**config.mk**
```make
export PLATFORM = sky130hd
export DESIGN_NAME = video_stream_source
export DESIGN_NICKNAME = d
export VERILOG_FILES = /design/src/rtl/video_stream_source.sv
export SDC_FILE = /design/constraint.sdc
export NUM_CORES = 1
export LEC_CHECK = 0
export BUFFER_PORTS_ARGS = -buffer_cell sky130_fd_sc_hd__buf_2
export CAP_MARGIN = 20
export CORE_MARGIN = 3
export CORE_UTILIZATION = 45
export CTS_CLUSTER_DIAMETER = 80
export DETAILED_ROUTE_END_ITERATION = 10
export PLACE_DENSITY = 0.75
export SYNTH_ARGS = -nofsm -noshare
export SYNTH_HDL_FRONTEND = slang
export SYNTH_SLANG_ARGS = --single-unit
```
**constraint.sdc**
```tcl
create_clock -name m_axis_vid_aclk -period 6.75 [get_ports m_axis_vid_aclk]
set_input_delay 1.35 -clock m_axis_vid_aclk [delete_from_list [all_inputs] [get_ports m_axis_vid_aclk]]
set_output_delay 1.35 -clock m_axis_vid_aclk [all_outputs]
set_load 0.01 [all_outputs]
```
**src/rtl/video_stream_source.sv**
```systemverilog
`default_nettype none
// ============================================================================
// Module      : video_stream_source
// Description : AXI4-Stream video master. Emits whole frames of 32-bit pixels
//               from an internal pattern generator. tuser marks the first
//               pixel of a frame and tlast marks the last pixel of each line.
//               Configured through the control_op/control_data bus.
// Revision    : 1.0 - initial release
// ============================================================================
module video_stream_source #(
   parameter int LINE_GAP = 0
) (
   input  logic        m_axis_vid_aclk,
   input  logic        aresetn,
   output logic [31:0] m_axis_vid_tdata,
   output logic        m_axis_vid_tvalid,
   input  logic        m_axis_vid_tready,
   output logic        m_axis_vid_tlast,
   output logic        m_axis_vid_tuser,
   input  logic [7:0]  control_op,
   input  logic [31:0] control_data,
   output logic [15:0] frame_count,
   output logic [7:0]  dbg_state
);

   // Control opcodes
   localparam logic [7:0]  c_op_dimensions = 8'd2;
   localparam logic [7:0]  c_op_pattern    = 8'd10;
   localparam logic [7:0]  c_op_enable     = 8'd11;
   localparam logic [7:0]  c_op_color      = 8'd12;

   // Frame sequencer states
   localparam logic [2:0]  c_st_idle   = 3'd0;
   localparam logic [2:0]  c_st_load   = 3'd1;
   localparam logic [2:0]  c_st_stream = 3'd2;
   localparam logic [2:0]  c_st_gap    = 3'd3;
   localparam logic [2:0]  c_st_fend   = 3'd4;

   // Reset geometry (1280x720)
   localparam logic [15:0] c_width_rst  = 16'd1280;
   localparam logic [15:0] c_height_rst = 16'd720;

   // GAP counts down from LINE_GAP-1 to 0, so it lasts exactly LINE_GAP cycles
   localparam logic [15:0] c_gap_last = (LINE_GAP > 0) ? 16'(LINE_GAP - 1) : 16'd0;

   // Registered control bus
   logic [7:0]  r_op_in;
   logic [31:0] r_data_in;

   // Shadow (programmed) configuration
   logic [15:0] r_width_sh;
   logic [15:0] r_height_sh;
   logic [1:0]  r_pattern_sh;
   logic        r_enable;
   logic [23:0] r_color;

   // Active frame state
   logic [2:0]  r_state;
   logic [15:0] r_x;
   logic [15:0] r_y;
   logic [15:0] r_w;
   logic [15:0] r_h;
   logic [1:0]  r_pat;
   logic [15:0] r_gap_cnt;
   logic [15:0] r_frame_count;

   // Registered stream outputs
   logic        r_tvalid;
   logic [31:0] r_tdata;
   logic        r_tlast;
   logic        r_tuser;

   // Next-state values
   logic [2:0]  w_state_nxt;
   logic [15:0] w_x_nxt;
   logic [15:0] w_y_nxt;
   logic [15:0] w_w_nxt;
   logic [15:0] w_h_nxt;
   logic [1:0]  w_pat_nxt;
   logic [15:0] w_gap_nxt;
   logic [15:0] w_fc_nxt;
   logic        w_load_beat;
   logic        w_drop_beat;

   // Helpers
   logic        w_handshake;
   logic        w_x_last;
   logic        w_y_last;
   logic        w_size_zero;
   logic [31:0] w_beat_data;
   logic        w_beat_user;
   logic        w_beat_last;

   // Pixel value for a position under the given pattern
   function automatic logic [31:0] f_pixel(
      input logic [1:0]  pat,
      input logic [7:0]  x,
      input logic [7:0]  y,
      input logic [23:0] color,
      input logic [7:0]  fc
   );
      logic [31:0] v;
      case (pat)
         2'd0:    v = {8'h00, color};
         2'd1:    v = {8'h00, x, x, x};
         2'd2:    v = (x[3] ^ y[3]) ? 32'h00FF_FFFF : 32'h0000_0000;
         default: v = {8'h00, fc, y, x};
      endcase
      return v;
   endfunction

   // Register the control bus once; decode works from this copy only
   always_ff @(posedge m_axis_vid_aclk or negedge aresetn) begin
      if (!aresetn) begin
         r_op_in   <= 8'd0;
         r_data_in <= 32'd0;
      end else begin
         r_op_in   <= control_op;
         r_data_in <= control_data;
      end
   end

   // Opcode decode into shadow configuration registers
   always_ff @(posedge m_axis_vid_aclk or negedge aresetn) begin
      if (!aresetn) begin
         r_width_sh   <= c_width_rst;
         r_height_sh  <= c_height_rst;
         r_pattern_sh <= 2'd0;
         r_enable     <= 1'b0;
         r_color      <= 24'd0;
      end else begin
         case (r_op_in)
            c_op_dimensions: begin
               r_height_sh <= r_data_in[31:16];
               r_width_sh  <= r_data_in[15:0];
            end
            c_op_pattern: r_pattern_sh <= r_data_in[1:0];
            c_op_enable:  r_enable     <= r_data_in[0];
            c_op_color:   r_color      <= r_data_in[23:0];
            default:      ;
         endcase
      end
   end

   // Position and handshake qualifiers for the beat currently on the bus
   always_comb begin
      w_handshake = r_tvalid && m_axis_vid_tready;
      w_x_last    = (r_x == r_w - 16'd1);
      w_y_last    = (r_y == r_h - 16'd1);
      w_size_zero = (r_width_sh == 16'd0) || (r_height_sh == 16'd0);
   end

   // Frame sequencer: next state, next position, and whether a beat is issued
   always_comb begin
      w_state_nxt = r_state;
      w_x_nxt     = r_x;
      w_y_nxt     = r_y;
      w_w_nxt     = r_w;
      w_h_nxt     = r_h;
      w_pat_nxt   = r_pat;
      w_gap_nxt   = r_gap_cnt;
      w_fc_nxt    = r_frame_count;
      w_load_beat = 1'b0;
      w_drop_beat = 1'b0;
      case (r_state)
         c_st_idle: begin
            if (r_enable) begin
               w_state_nxt = c_st_load;
            end
         end
         c_st_load: begin
            // Geometry and pattern are latched here only, so mid-frame
            // writes never disturb the frame in flight.
            w_w_nxt   = r_width_sh;
            w_h_nxt   = r_height_sh;
            w_pat_nxt = r_pattern_sh;
            w_x_nxt   = 16'd0;
            w_y_nxt   = 16'd0;
            if (w_size_zero) begin
               w_state_nxt = c_st_idle;
            end else begin
               w_state_nxt = c_st_stream;
               w_load_beat = 1'b1;
            end
         end
         c_st_stream: begin
            if (w_handshake) begin
               if (!w_x_last) begin
                  w_x_nxt     = r_x + 16'd1;
                  w_load_beat = 1'b1;
               end else if (!w_y_last) begin
                  w_x_nxt = 16'd0;
                  w_y_nxt = r_y + 16'd1;
                  if (LINE_GAP == 0) begin
                     w_load_beat = 1'b1;
                  end else begin
                     w_state_nxt = c_st_gap;
                     w_gap_nxt   = c_gap_last;
                     w_drop_beat = 1'b1;
                  end
               end else begin
                  w_state_nxt = c_st_fend;
                  w_drop_beat = 1'b1;
               end
            end
         end
         c_st_gap: begin
            // Position was already advanced on the tlast handshake
            if (r_gap_cnt == 16'd0) begin
               w_state_nxt = c_st_stream;
               w_load_beat = 1'b1;
            end else begin
               w_gap_nxt = r_gap_cnt - 16'd1;
            end
         end
         c_st_fend: begin
            w_fc_nxt    = r_frame_count + 16'd1;
            w_state_nxt = r_enable ? c_st_load : c_st_idle;
         end
         default: begin
            w_state_nxt = c_st_idle;
         end
      endcase
   end

   // Beat fields for the position the sequencer moves to
   always_comb begin
      w_beat_data = f_pixel(w_pat_nxt, w_x_nxt[7:0], w_y_nxt[7:0],
                            r_color, r_frame_count[7:0]);
      w_beat_user = (w_x_nxt == 16'd0) && (w_y_nxt == 16'd0);
      w_beat_last = (w_x_nxt == w_w_nxt - 16'd1);
   end

   // Sequencer state registers
   always_ff @(posedge m_axis_vid_aclk or negedge aresetn) begin
      if (!aresetn) begin
         r_state       <= c_st_idle;
         r_x           <= 16'd0;
         r_y           <= 16'd0;
         r_w           <= 16'd0;
         r_h           <= 16'd0;
         r_pat         <= 2'd0;
         r_gap_cnt     <= 16'd0;
         r_frame_count <= 16'd0;
      end else begin
         r_state       <= w_state_nxt;
         r_x           <= w_x_nxt;
         r_y           <= w_y_nxt;
         r_w           <= w_w_nxt;
         r_h           <= w_h_nxt;
         r_pat         <= w_pat_nxt;
         r_gap_cnt     <= w_gap_nxt;
         r_frame_count <= w_fc_nxt;
      end
   end

   // Output beat register; only changes on a new beat or when the bus goes idle,
   // so a stalled beat stays stable until accepted
   always_ff @(posedge m_axis_vid_aclk or negedge aresetn) begin
      if (!aresetn) begin
         r_tvalid <= 1'b0;
         r_tdata  <= 32'd0;
         r_tlast  <= 1'b0;
         r_tuser  <= 1'b0;
      end else if (w_load_beat) begin
         r_tvalid <= 1'b1;
         r_tdata  <= w_beat_data;
         r_tlast  <= w_beat_last;
         r_tuser  <= w_beat_user;
      end else if (w_drop_beat) begin
         r_tvalid <= 1'b0;
         r_tlast  <= 1'b0;
         r_tuser  <= 1'b0;
      end
   end

   assign m_axis_vid_tdata  = r_tdata;
   assign m_axis_vid_tvalid = r_tvalid;
   assign m_axis_vid_tlast  = r_tlast;
   assign m_axis_vid_tuser  = r_tuser;
   assign frame_count       = r_frame_count;
   assign dbg_state         = {5'b00000, r_state};

endmodule
`default_nettype wire
```
== Word-level counts from Yosys, hierarchy flattened ==
Index checks and enable logic that the tools add are counted.

* Add/subtract/negate cells: 7
* $lt $le $gt $ge: 0
* Bitwise operators: 2
* Divide/modulo/power cells: 0
* Equality and inequality tests: 18
* Reduce and logical (&&, ||, !) cells: 13
* Muxes and demuxes: 34
* Multiply operators: 0
* Shift operators: 0

{| class="wikitable"
|+ Operators by type and width
! kind !! number
|-
| $mux 16 || 7
|-
| $logic_not 16->1 || 5
|-
| $pmux 24 s3 || 1
|-
| $pmux 16 s2 || 2
|-
| $sub 16x1->16 const B || 4
|-
| $add 16x1->16 const B || 3
|-
| $eq 16x16->1 || 3
|-
| $eq 8x4->1 const B || 3
|-
| $mux 24 || 1
|-
| $mux 3 || 5
|-
| $pmux 3 s5 || 1
|-
| $mux 1 || 14
|-
| $ne 2x2->1 const B || 5
|-
| $eq 8x2->1 const B || 1
|-
| $eq 3x2->1 const B || 2
|-
| $reduce_and 5->1 || 1
|-
| $mux 2 || 2
|-
| $eq 3x1->1 const B || 1
|-
| $eq 3x3->1 const B || 1
|-
| $logic_not 3->1 || 1
|-
| $pmux 1 s3 || 1
|-
| $eq 2x1->1 const B || 1
|-
| $eq 2x2->1 const B || 1
|-
| $logic_and 1x1->1 || 2
|-
| 6 further kinds || 6
|}

* Memories: 0
* ROM bits: 0
* Flip-flop bits (word level): 235
* Logic and storage cells: 93
* Output and inout port bits: 59
* Input port bits: 43
* Latch bits: 0
* Bits in writable memories: 0

== Depth between registers and ports, before layout ==
* Word-level depth: 9
* Depth in mapped cells: 21
* Depth with buffers taken out: 16

== Least setup slack after synthesis ==
OpenSTA, ideal clock, no wires.

* Path kind: reg-to-reg
* Start point: register r_state[2]
* End point: register r_tlast, in the netlist m_axis_vid_tlast
* Setup time: 95 ps
* Period minus slack after synthesis: 5,242 ps
* Cell stages (with the launch flop): 21
* Path slack: 1,508 ps
* Arrival: 5,147 ps
* Required time: 6,655 ps
* Path buffers: 5
* Path through: dfrtp_1 -> nor3b_2 -> clkbuf_1 -> clkbuf_1 -> clkbuf_1 -> clkbuf_1 -> nor2_1 -> a21oi_1 -> ha_1 -> clkbuf_1 -> nand4b_1 -> o2bb2ai_1 -> xnor2_1 -> mux2i_1 -> a22oi_1 -> o21ai_0 -> o2111ai_1 -> or3_1 -> nor4_1 -> nand3_1 -> o31ai_1

* Cells in the longest elaborated chain, start to end: 5
* Elaborated cells between the ends (all ways): 11
* Those cells by class: add/sub: 1; eq/ne: 4; mux: 5; reduce/logical: 1

{| class="wikitable"
|+ Ends and longest elaborated chain
! element !! RTL line !! source
|-
| from (decl) || 58 || <nowiki>logic [2:0] r_state;</nowiki>
|-
| from (signal assigned) || 237 || <nowiki>r_state <= c_st_idle;</nowiki>
|-
| from (signal assigned) || 246 || <nowiki>r_state <= w_state_nxt;</nowiki>
|-
| $eq 3x1->1 || 165 || <nowiki>case (r_state)</nowiki>
|-
| $mux 16 || 165 ||
|-
| $sub 16x1->16 || 231 || <nowiki>w_beat_last = (w_x_nxt == w_w_nxt - 16'd1);</nowiki>
|-
| $eq 16x16->1 || 231 ||
|-
| $mux 1 || 265 || <nowiki>end else if (w_load_beat) begin</nowiki>
|-
| to (signal assigned) || 268 || <nowiki>r_tlast <= w_beat_last;</nowiki>
|-
| to (decl) || 70 || <nowiki>logic r_tlast;</nowiki>
|}

Parallel ways exist; a longest one is shown, timed or not.
A chain may end at the register's enable or synchronous reset.

== Worst setup path in the final report ==
* Start point: register r_w[7]
* End point: register r_tdata[17], in the netlist m_axis_vid_tdata[17]

* Cells in the longest elaborated chain, start to end: 8
* Elaborated cells between the ends (all ways): 14
* Those cells by class: add/sub: 1; eq/ne: 1; mux: 11; bitwise: 1

{| class="wikitable"
|+ Ends and longest elaborated chain
! element !! RTL line !! source
|-
| from (decl) || 61 || <nowiki>logic [15:0] r_w;</nowiki>
|-
| from (signal assigned) || 249 || <nowiki>r_w <= w_w_nxt;</nowiki>
|-
| $sub 16x1->16 || 148 || <nowiki>w_x_last = (r_x == r_w - 16'd1);</nowiki>
|-
| $eq 16x16->1 || 148 ||
|-
| $mux 16 || 188 || <nowiki>if (!w_x_last) begin</nowiki>
|-
| $mux 16 || 187 || <nowiki>if (w_handshake) begin</nowiki>
|-
| $pmux 16 s2 || 165 ||
|-
| net w_x_nxt[3] || 75 || <nowiki>logic [15:0] w_x_nxt;</nowiki>
|-
| $xor 1x1->1 || 106 || <nowiki>2'd2: v = (x[3] ^ y[3]) ? 32'h00FF_FFFF : 32'h0000_0000;</nowiki>
|-
| $mux 24 || 106 ||
|-
| $pmux 24 s3 || 103 || <nowiki>case (pat)</nowiki>
|-
| to (signal assigned) || 267 || <nowiki>r_tdata <= w_beat_data;</nowiki>
|-
| to (decl) || 69 || <nowiki>logic [31:0] r_tdata;</nowiki>
|}

The timed path passes the listed nets, and every way through them passes these cells.

==> results.py <==
metrics = {
    "cells_and_area": {
        "drive_gt1_frac": 0.177,
        "syn2layout_area_growth_pct": 12.5,
        "mostFrequentLayoutCells": "221 x dfrtp_1, 145 x nand2_1, 102 x nor2_1, 87 x buf_2, 68 x xnor2_1",
        "final-seq-area_um2": 5690,
        "diodes": 0,
        "final_net_count": 1329,
        "final.fill_count": 2315,
        "layout_commonest_cell": "dfrtp_1",
        "multi_input_area_um2": 5750,
    },
    "yosys": {
        "synth_ff_type": "dfrtp_1",
        "synth_compound_area_frac": 0.122,
        "yosys.area.top_type_share": 0.467,
        "ys_ff_latch": 227,
        "synth-xor-area-share": 0.0754,
        "yosysSeqAreaShare": 0.480,
        "synth_edf_count": 0,
        "syn_inst": 1212,
        "synth_fa_ha_area_frac": 0.00739,
        "synth.avg_cell_area_um2": 9.78,
        "synth_top_family_by_area": "simple AND/OR/NAND/NOR gates",
        "ys_types": 81,
        "synth_mux_area_frac": 0.0818,
        "syn_area_um2": 11800,
        "yosys-top-cells-area": "dfrtp_1 47%, mux2_2 6.0%, xnor2_1 5.0%",
        "synth_warnings": 0,
        "synth-simple-area-share": 0.193,
        "synthArstFlopShare": 1.00,
        "synth_area_leader_cell": "dfrtp_1",
    },
    "route": {
        "drc": 0,
        "via_per_inst": 5.94,
        "vias": 9673,
        "wire_per_inst_um": 20.6,
        "drt_iter0_drc": 1023,
        "ant_nets": 0,
        "first_pass_iters": 6,
        "routed_wl_mm": 33.5,
    },
    "power": {
        "p_per_area_nw_per_um2": 217,
        "max-vdd-ir-drop_v": 0.000208,
        "power_leakage_nw": 6.38,
    },
    "grt": {
        "grt_pass1_vias": 9427,
        "grt_pass1_wl_mm": 53.2,
        "gr-usage-all-layers": 0.233,
        "antenna_found_initial": 0,
        "grt_max_degree": 123,
        "grt_overflow": 0,
    },
    "timing": {
        "relSlewSlack": 0.386,
        "rsz0062_at_grt": "no",
        "fin_crit_sh": 0.754,
        "worst_slew_pin_slew_ps": 920,
        "setup_viol": 0,
        "maxSlewViolCount": 0,
        "final_hold_viol_count": 0,
        "skew_ps": 20.3,
        "max_freq_ghz": 0.197,
        "timing.setup.tns_ps": 0,
        "fin_ws_ps": 1660,
        "finalCriticalPeriod_ps": 5090,
    },
    "clocking": {
        "cts_max_path_buffers": 3,
        "insertion_delay_ps": 530,
        "cts_root_buf": "clkbuf_16",
        "postCtsSetupRepairBufs": 0,
        "cts-resized-gates": 0,
        "clk_pin_slew_ps": 60,
        "cts_num_sinks": 227,
        "cts_hold_buf": 0,
        "cts_tree": "done",
        "cts_buffers": 25,
        "htree_levels": 1,
    },
    "die": {
        "io_pins": 102,
        "core_um2": 25500,
        "die_x_um": 168,
        "initial_core_util": 0.464,
        "die_y_um": 168,
        "die-area_um2": 28300,
        "rows": 58,
    },
    "worst_hold_path": {
        "holdPathStages": 1,
        "hp-class": "reg -> reg",
    },
    "placement": {
        "io_buffers": 88,
        "pre_cts_slack_ps": 1760,
        "hpwl_mm": 24.1,
        "gp_congestion": 1.00,
    },
    "worst_setup_path": {
        "crit_type": "reg -> reg",
        "required_ps": 7190,
        "crit_fanout": 16,
        "endpoint_kind": "flop",
        "start_kind": "flop",
        "ff2ff_path_depth": 13,
        "arrival_ps": 5530,
    },
    "status": {
        "status": "finished, final reports clean",
    },
    "flow_run": {
        "maxCapViolCount": 0,
    },
}
==> metrics by stage <==
stage / instance area (um2) / util / hold slack, ps / std cells / total power [W]
2_1_floorplan: 11900 / - / 439 / 1224 / 0.00152
3_3_place_gp: 12500 / 0.490 / 455 / 1582 / 0.00159
3_5_place_dp: 12500 / 0.490 / 460 / 1582 / 0.00159
4_1_cts: 13300 / 0.522 / 469 / 1628 / 0.00293
5_1_grt: 13300 / 0.522 / 475 / 1628 / 0.00300
6_report: 13300 / 0.522 / 464 / 1628 / 0.00290
==> where the power goes <==
part | leakage, nW | internal (W) | switching (W) | total (W)
logic | 3.03 | 0.0000522 | 0.0000753 | 0.000128
clock network | 0.394 | 0.000763 | 0.000570 | 0.00133
registers | 2.96 | 0.00140 | 0.0000354 | 0.00144
total | 6.38 | 0.00222 | 0.000681 | 0.00290
==> metal layers <==
layer | track usage | up-vias | wire, um
met5 | 0 | - | 0
met4 | 0.0711 | 0 | 1010
met3 | 0.0439 | 69 | 2850
met2 | 0.364 | 457 | 15100
met1 | 0.331 | 4693 | 14600
li1 | - | 4454 | -
==> final timing paths <==
| kind | to | slack (ps) | startpoint |
|---|---|---|---|
| min in group asynchronous | r_w[13]$_DFF_PN0_ | 830 | aresetn |
| worst min register to register | r_gap_cnt[9]$_DFFE_PN0P_ | 460 | r_gap_cnt[9]$_DFFE_PN0P_ |
| worst min-delay path | r_gap_cnt[9]$_DFFE_PN0P_ | 460 | r_gap_cnt[9]$_DFFE_PN0P_ |
| max in group asynchronous | m_axis_vid_tuser$_DFFE_PN0P_ | 4820 | aresetn |
| worst max-delay path | m_axis_vid_tdata[17]$_DFFE_PN0P_ | 1660 | r_w[7]$_DFF_PN0_ |
| worst max register to register | m_axis_vid_tdata[17]$_DFFE_PN0P_ | 1660 | r_w[7]$_DFF_PN0_ |
==> registers in the layout, summed over array words and instances (netlist names), 2 cells and up <==
name              flops
r_data_in            32
m_axis_vid_tdata     24
r_color              24
frame_count          16
r_gap_cnt            16
r_h                  16
r_height_sh          16
r_w                  16
r_width_sh           16
r_x                  16
r_y                  16
r_op_in               8
r_state               3
r_pat                 2
r_pattern_sh          2
==> cells by family (layout without fill, tap and decap cells) <==
group / Yosys count / count (layout)
and+or+nand+nor: 464 / 464
DFF: 227 / 227
AOI/OAI and AO/OA: 215 / 215
buffers and inverters: 107 / 181
xor gates and xnor gates: 102 / 102
muxes: 89 / 89
adders and majority gates: 7 / 7
other: 1 / 13
==> area by class of cell <==
class	count	share of cell area
Clock buffer	33	0.0514
Clock inverter	13	0.00910
Inverter	36	0.0101
Multi-Input combinational cell	890	0.431
Sequential cell	227	0.427
Tap cell	330	0.0310
Timing Repair Buffer	99	0.0409
==> worst max-delay path, cell delays in order (launching register included) <==
cell      delay [ps]
dfrtp_1          460
or3_4            440
or3_1            380
a211o_1          310
a221oi_2         330
and4_1           720
nand3_2          370
a21oi_1          230
buf_4            220
a22o_2           240
xnor2_1          130
a21oi_1          700
nand2_1          240
o221ai_1         210
==> Yosys cell counts (all sizes together), types with 5 or more instances <==
cell type / instances
nor2b: 6
o22ai: 5
a21o: 6
or3: 15
ha: 7
mux2: 63
a21oi: 46
nor3b: 10
a31oi: 17
and3: 11
or4: 6
o211ai: 12
nor4b: 6
clkbuf: 46
o31ai: 10
a211oi: 7
xnor2: 68
nor4: 25
inv: 35
dfstp: 6
xor2: 34
buf: 25
nand4: 24
and4: 6
mux2i: 26
nand3: 43
nand2: 146
dfrtp: 221
nor2: 103
and2: 6
nor3: 43
o21ai: 49
a22oi: 11
Note: power is estimated with default switching activity, not from simulation.
